### config.mk
export PLATFORM = sky130hd
export DESIGN_NAME = uart_dbg_bridge_flat
export DESIGN_NICKNAME = d
export VERILOG_FILES = /design/src/rtl/uart_dbg_pkg.sv /design/src/rtl/uart_dbg_bridge_if.sv /design/src/rtl/uart_dbg_hex.sv /design/src/rtl/uart_dbg_bridge.sv /design/src/flat_wrapper.sv
export SDC_FILE = /design/constraint.sdc
export NUM_CORES = 1
export LEC_CHECK = 0
export BUFFER_PORTS_ARGS = -buffer_cell sky130_fd_sc_hd__buf_2
export CAP_MARGIN = 10
export CORE_UTILIZATION = 45
export CTS_CLUSTER_SIZE = 14
export DETAILED_ROUTE_END_ITERATION = 16
export PLACE_DENSITY = 0.74
export SLEW_MARGIN = 20
export SYNTH_ARGS = -nofsm -noshare
export SYNTH_HDL_FRONTEND = slang
export SYNTH_HIERARCHICAL = 1
export SYNTH_SLANG_ARGS = --single-unit
### constraint.sdc
create_clock -name clk -period 34 [get_ports clk]
set_clock_uncertainty 0.1 [all_clocks]
set_input_delay 3.4 -clock clk [delete_from_list [all_inputs] [get_ports clk]]
set_output_delay 3.4 -clock clk [all_outputs]
set_load 0.1 [all_outputs]
### src/rtl/uart_dbg_pkg.sv
// uart_dbg_pkg: command bytes, error ack and FSM state type shared by the debug bridge.
package uart_dbg_pkg;
    localparam logic [7:0] CMD_DUMP = 8'h44;
    localparam logic [7:0] CMD_RUN  = 8'h52;
    localparam logic [7:0] CMD_HALT = 8'h48;
    localparam logic [7:0] CMD_STEP = 8'h53;
    localparam logic [7:0] ACK_ERR  = 8'h3F;
    typedef enum logic [1:0] {ST_IDLE, ST_DUMP, ST_TERM, ST_REPLY} state_e;
endpackage

### src/rtl/uart_dbg_bridge_if.sv
// uart_dbg_bridge_if: UART receive byte input and TX char FIFO write port of the debug bridge.
//   rx_data/rx_data_rdy : received byte and its ready level (rising edge = new byte)
//   fifo_full           : TX FIFO full
//   fifo_din/fifo_wr_en : byte and write strobe into the TX FIFO
//   master = bridge side, slave = UART/FIFO side
interface uart_dbg_bridge_if;
    logic [7:0] rx_data;
    logic       rx_data_rdy;
    logic       fifo_full;
    logic [7:0] fifo_din;
    logic       fifo_wr_en;
    modport master (input rx_data, rx_data_rdy, fifo_full, output fifo_din, fifo_wr_en);
    modport slave (output rx_data, rx_data_rdy, fifo_full, input fifo_din, fifo_wr_en);
endinterface

### src/rtl/uart_dbg_hex.sv
// uart_dbg_hex: 4-bit value to uppercase ASCII hex digit.
//   nib   : value 0..15
//   ascii : '0'..'9' or 'A'..'F'
module uart_dbg_hex (
    input  logic [3:0] nib,
    output logic [7:0] ascii
);
    assign ascii = nib < 4'd10 ? 8'h30 + {4'h0, nib} : 8'h37 + {4'h0, nib};
endmodule

### src/rtl/uart_dbg_bridge.sv
// uart_dbg_bridge: command-driven debug bridge from UART RX bytes to the TX char FIFO.
//   clk, rst  : clock and synchronous active-high reset
//   bus       : uart_dbg_bridge_if.master (rx byte in, FIFO write port out)
//   dbg_words : debug bank, word k at [k*WORD_W +: WORD_W]
//   run, step : pipeline free-run enable and single-cycle step pulse
//   busy      : dump or reply pending
//   err_drop  : sticky, a command arrived while busy
// Define UART_DBG_HEX_EN to send each snapshot byte as two ASCII hex digits.
module uart_dbg_bridge
    import uart_dbg_pkg::*;
#(
    parameter int         NUM_WORDS = 8,
    parameter int         WORD_W    = 32,
    parameter logic [7:0] TERM_BYTE = 8'h0A
) (
    input  logic                        clk,
    input  logic                        rst,
    uart_dbg_bridge_if.master           bus,
    input  logic [NUM_WORDS*WORD_W-1:0] dbg_words,
    output logic                        run,
    output logic                        step,
    output logic                        busy,
    output logic                        err_drop
);
    localparam int BPW = WORD_W / 8;
    localparam int NB  = NUM_WORDS * BPW;
    localparam int IW  = NB > 1 ? $clog2(NB) : 1;
    state_e        state;
    logic          rdy_q, cmd_stb, unit_last;
    logic [IW-1:0] idx;
    logic [7:0]    ack, cur_byte, unit_byte;
    // Snapshot kept in transmit order: byte i is the i-th byte on the wire.
    logic [7:0]    snap [NB];
    assign cmd_stb = bus.rx_data_rdy & ~rdy_q;
    assign busy = state != ST_IDLE;
    assign bus.fifo_wr_en = busy & ~bus.fifo_full & ~rst;
    assign cur_byte = snap[idx];
    assign bus.fifo_din = state == ST_DUMP ? unit_byte :
                          state == ST_TERM ? TERM_BYTE :
                          state == ST_REPLY ? ack : 8'h00;
`ifdef UART_DBG_HEX_EN
    logic nib;
    uart_dbg_hex u_hex (.nib(nib ? cur_byte[3:0] : cur_byte[7:4]), .ascii(unit_byte));
    assign unit_last = nib;
    always_ff @(posedge clk)
        if (rst || state != ST_DUMP) nib <= 1'b0;
        else if (bus.fifo_wr_en) nib <= ~nib;
`else
    assign unit_byte = cur_byte;
    assign unit_last = 1'b1;
`endif
    always_ff @(posedge clk)
        if (!rst && state == ST_IDLE && cmd_stb && bus.rx_data == CMD_DUMP)
            for (int i = 0; i < NB; i++)
                snap[i] <= dbg_words[(i / BPW) * WORD_W + (BPW - 1 - i % BPW) * 8 +: 8];
    always_ff @(posedge clk) begin
        if (rst) begin
            state    <= ST_IDLE;
            rdy_q    <= 1'b0;
            run      <= 1'b0;
            step     <= 1'b0;
            err_drop <= 1'b0;
            idx      <= '0;
            ack      <= 8'h00;
        end else begin
            rdy_q <= bus.rx_data_rdy;
            step  <= 1'b0;
            if (cmd_stb && busy) err_drop <= 1'b1;
            case (state)
                ST_IDLE: if (cmd_stb) begin
                    idx   <= '0;
                    state <= bus.rx_data == CMD_DUMP ? ST_DUMP : ST_REPLY;
                    run   <= bus.rx_data == CMD_RUN ? 1'b1 : bus.rx_data == CMD_HALT ? 1'b0 : run;
                    step  <= bus.rx_data == CMD_STEP && !run;
                    ack   <= (bus.rx_data == CMD_RUN || bus.rx_data == CMD_HALT ||
                              (bus.rx_data == CMD_STEP && !run)) ? bus.rx_data : ACK_ERR;
                end
                ST_DUMP: if (bus.fifo_wr_en && unit_last) begin
                    if (idx == IW'(NB - 1)) state <= ST_TERM;
                    else idx <= idx + 1'b1;
                end
                default: if (bus.fifo_wr_en) state <= ST_IDLE;
            endcase
        end
    end
endmodule

### src/flat_wrapper.sv
// flat-port wrapper written by rule: the top's interface ports become plain ports
module uart_dbg_bridge_flat import uart_dbg_pkg::*;
#(
    parameter int         NUM_WORDS = 8,
    parameter int         WORD_W    = 32,
    parameter logic [7:0] TERM_BYTE = 8'h0A
)
  (clk, rst, dbg_words, run, step, busy, err_drop, bus_rx_data, bus_rx_data_rdy, bus_fifo_full, bus_fifo_din, bus_fifo_wr_en);
  uart_dbg_bridge_if bus_i ();
  input  logic clk;
  input  logic rst;
  input  logic [NUM_WORDS*WORD_W-1:0] dbg_words;
  output logic run;
  output logic step;
  output logic busy;
  output logic err_drop;
  input wire logic [$bits(bus_i.rx_data)-1:0] bus_rx_data;
  input wire logic [$bits(bus_i.rx_data_rdy)-1:0] bus_rx_data_rdy;
  input wire logic [$bits(bus_i.fifo_full)-1:0] bus_fifo_full;
  output wire logic [$bits(bus_i.fifo_din)-1:0] bus_fifo_din;
  output wire logic [$bits(bus_i.fifo_wr_en)-1:0] bus_fifo_wr_en;
  assign bus_i.rx_data = bus_rx_data;
  assign bus_i.rx_data_rdy = bus_rx_data_rdy;
  assign bus_i.fifo_full = bus_fifo_full;
  assign bus_fifo_din = bus_i.fifo_din;
  assign bus_fifo_wr_en = bus_i.fifo_wr_en;
  uart_dbg_bridge #(.NUM_WORDS(NUM_WORDS), .WORD_W(WORD_W), .TERM_BYTE(TERM_BYTE)) u_core (.clk(clk), .rst(rst), .bus(bus_i), .dbg_words(dbg_words), .run(run), .step(step), .busy(busy), .err_drop(err_drop));
endmodule
==> metrics <==
outcome=complete, no violations; I/O pin total=~280; # setup viols final=0; Die Span X=~160 um; TritonCTS buffer count=28; CP Capture Type=primary output; Post-Synthesis Cells=586; critical path launch point=rst; Worst R2R Start=u_core/state[1]; max_slew headroom=33.0%; first-pass iteration count of the detailed router=6; DP Cell Count=1158; Seq/Total Area, Yosys=74.2%; syn nets=856; core area=between 0.02 and 0.025 mm2; Synth Area per Inst=~19 um2; Reg2Reg Setup Slack=roughly 30000 ps; RR Endpoint=u_core/snap[24][5]; initial DRC count=between 400 and 500; Fill cells=~1.8k; FMAX=around 0.13 GHz; setup TNS=0 ps; Critical Setup Path Class=in2out; Max-Cap Viols=0; final HPWL from detailed placement=between 15 and 20 mm; largest fanout on the critical path=25; Req. time, crit path=a little over 30000 ps; crit path capture=bus_fifo_wr_en; Layout Nets=around 1.1k; Critical Path, Cell by Cell=buf_2, nor3_1, buf_2; clock root buffer=clkbuf_16; Min Clock Period, post-route=7810 ps; Pleak=4.75 nW; CP startpoint kind=primary input; CP Depth=3; period utilisation layout=23.0%; IO Port Bufs=280; CP arrival=about 4300 ps; peak supply drop=approximately 0.047 mV; Post-synth EDFFs=about 260; first-pass GRT wire length=around 34 mm; CTS tree=done; Metal-1 WL=approximately 9.6 mm; overflow left after global routing=0; Cell Area, Synth=~0.011 mm2; final hold viol count=0; Primary FF master, synth=edfxtp_1; synth unique cells=50; cts hold-fix bufs=0; pwr dens=around 52 mW/mm2; Yosys reg bits=280; vias per cell=slightly above 5; power after layout=~710 uW; Worst-path clk slew=60 ps; asr flop ratio synth=0%; RSZ-0062 raised after global routing=no; Crit path largest cell delay=approximately 450 ps; YS warnings=6; CP delay by family, top=buffers and inverters; via count=6216; Worst path slowest cell=buf_2; final routed DRC violation total=0; post-route ant nets=0; Setup Buffers After CTS=0; worst path bufs/invs=2; share of layout cells above drive strength 1=between 40% and 50%; hold_ws=365 ps; Syn-to-layout area delta=22.7%; die area=0.0251 mm2; H-tree Lvls=1; vias in the first global route=slightly above 6k; Placer Congestion=approximately 0.8; # rows=56; Clock Tree Buf Depth=3; initial antenna violation count=3; Slew @ Worst Pin=approximately 1000 ps; total wire length=23.9 mm; clock sinks=280; met2 routed WL=roughly 12 mm; largest net degree at the start of global routing=180; # resized after CTS=0; wire per inst=approximately 20 um; Die Height=between 150 and 200 um; Initial Utilization=approximately 46%; R2R cell count=5; Worst Hold Depth=2; clk_lat worst skew=~530 ps; fin util=a little under three fifths; Top Layer Used=met4; Top cell by count, worst path=buf_2; gr usage total=18.4%; max-slew violations=0; Finished Layout Cells=around 1.2k; Hold Path Class=reg2reg; met3 routed WL=1.29 mm
[cell type report]
cell class                 count  area [um2]  area share, %
timing repair buffer         286        1460           10.8
tap                          319         399           2.95
clock buffer                  35         727           5.38
inverter                       3        11.3         0.0833
clock inverter                 9         108          0.796
antenna                        3        7.51         0.0555
multi-input combinational    270        2630           19.5
sequential                   280        8170           60.5
[logic make-up (layout without fill, tap and decap cells)]
group,Yosys count,count (layout),synth area share [%]
other,0,3,0
multiplexers,112,112,14.5
AND/OR/NAND/NOR,70,70,3.40
buffers and inverters,36,333,2.06
AO/OA/AOI/OAI,84,84,5.54
XOR/XNOR,2,2,0.159
adder cells (fa/ha/maj),2,2,0.227
flip-flops,280,280,74.2
[sequential cells by signal (all words and copies together) (netlist names), named ones only]
register	count
u_core/ack	8
u_core/snap	256
u_core/err_drop	1
u_core/state	2
u_core/run	1
u_core/rdy_q	1
u_core/idx	5
u_core/step	1
[worst register-to-register path: cells and delay by family, from the launching register on]
kind	cells	cell delay, ps
and+or+nand+nor	3	640
DFF	1	420
buffers and inverters	2	1590
[cell usage in the layout (no fill, tap or decap), types with 5 or more instances in the layout]
cell type | Yosys | final
nand2_1 | 14 | 14
dfxtp_1 | 24 | 21
o21ai_1 | 7 | 7
mux2i_1 | 65 | 65
a221oi_1 | 11 | 11
a21oi_1 | 25 | 25
a22o_1 | 15 | 15
buf_4 | 4 | 5
o21ai_0 | 5 | 5
clkbuf_16 | 0 | 28
o221ai_1 | 7 | 7
mux4_1 | 14 | 14
mux2_2 | 15 | 15
nor2_1 | 19 | 18
clkbuf_1 | 16 | 7
mux4_2 | 18 | 18
nor3_1 | 9 | 8
buf_2 | 5 | 280
edfxtp_1 | 256 | 256
[synthesized netlist by cell type, types with 3 or more instances]
cell type	count	area share [%]
nor2b_1	4	0.23
nor3_1	9	0.41
mux2_2	15	1.5
inv_1	3	0.10
buf_4	4	0.27
o21ai_0	5	0.23
nand3_1	4	0.18
edfxtp_1	256	70
dfxtp_1	24	4.4
nor2_1	19	0.65
buf_2	5	0.23
buf_6	5	0.51
o21ai_1	7	0.32
a21oi_1	25	1.1
nand2_1	14	0.48
a221oi_2	4	0.55
mux4_2	18	3.7
o221ai_1	7	0.56
mux4_1	14	3.3
a22o_1	15	1.2
a221oi_1	11	0.87
mux2i_1	65	5.9
clkbuf_1	16	0.55
[stage by stage]
step / cell area, um2 / setup slack, ps
final: 13500 / 26190
after global routing: 13500 / 26030
after CTS: 13500 / 26190
after detailed placement: 12700 / 26190
after global placement: 12700 / 26210
after floorplan: 11000 / 11000
[layer usage]
layer,GRT usage (%),vias to the layer above
li1,-,2955
met1,22.6,3030
met2,33.0,196
met3,3.65,35
met4,5.08,0
met5,0,-
[power by group]
part | switching, mW | internal (mW)
clock | 0.120 | 0.165
combinational | 0.0241 | 0.0205
sequential | 0.00299 | 0.377
[worst min-delay path by stage]
stage                              from  slack (ps)             to
after global placement    u_core/ack[1]         340  u_core/ack[1]
after CTS                 u_core/ack[6]         360  u_core/ack[6]
after global routing      u_core/ack[6]         390  u_core/ack[6]
after floorplan           u_core/ack[1]         330  u_core/ack[1]
final                     u_core/ack[6]         370  u_core/ack[6]
after detailed placement  u_core/ack[2]         350  u_core/ack[2]
Note: power is estimated with default switching activity, not from simulation.
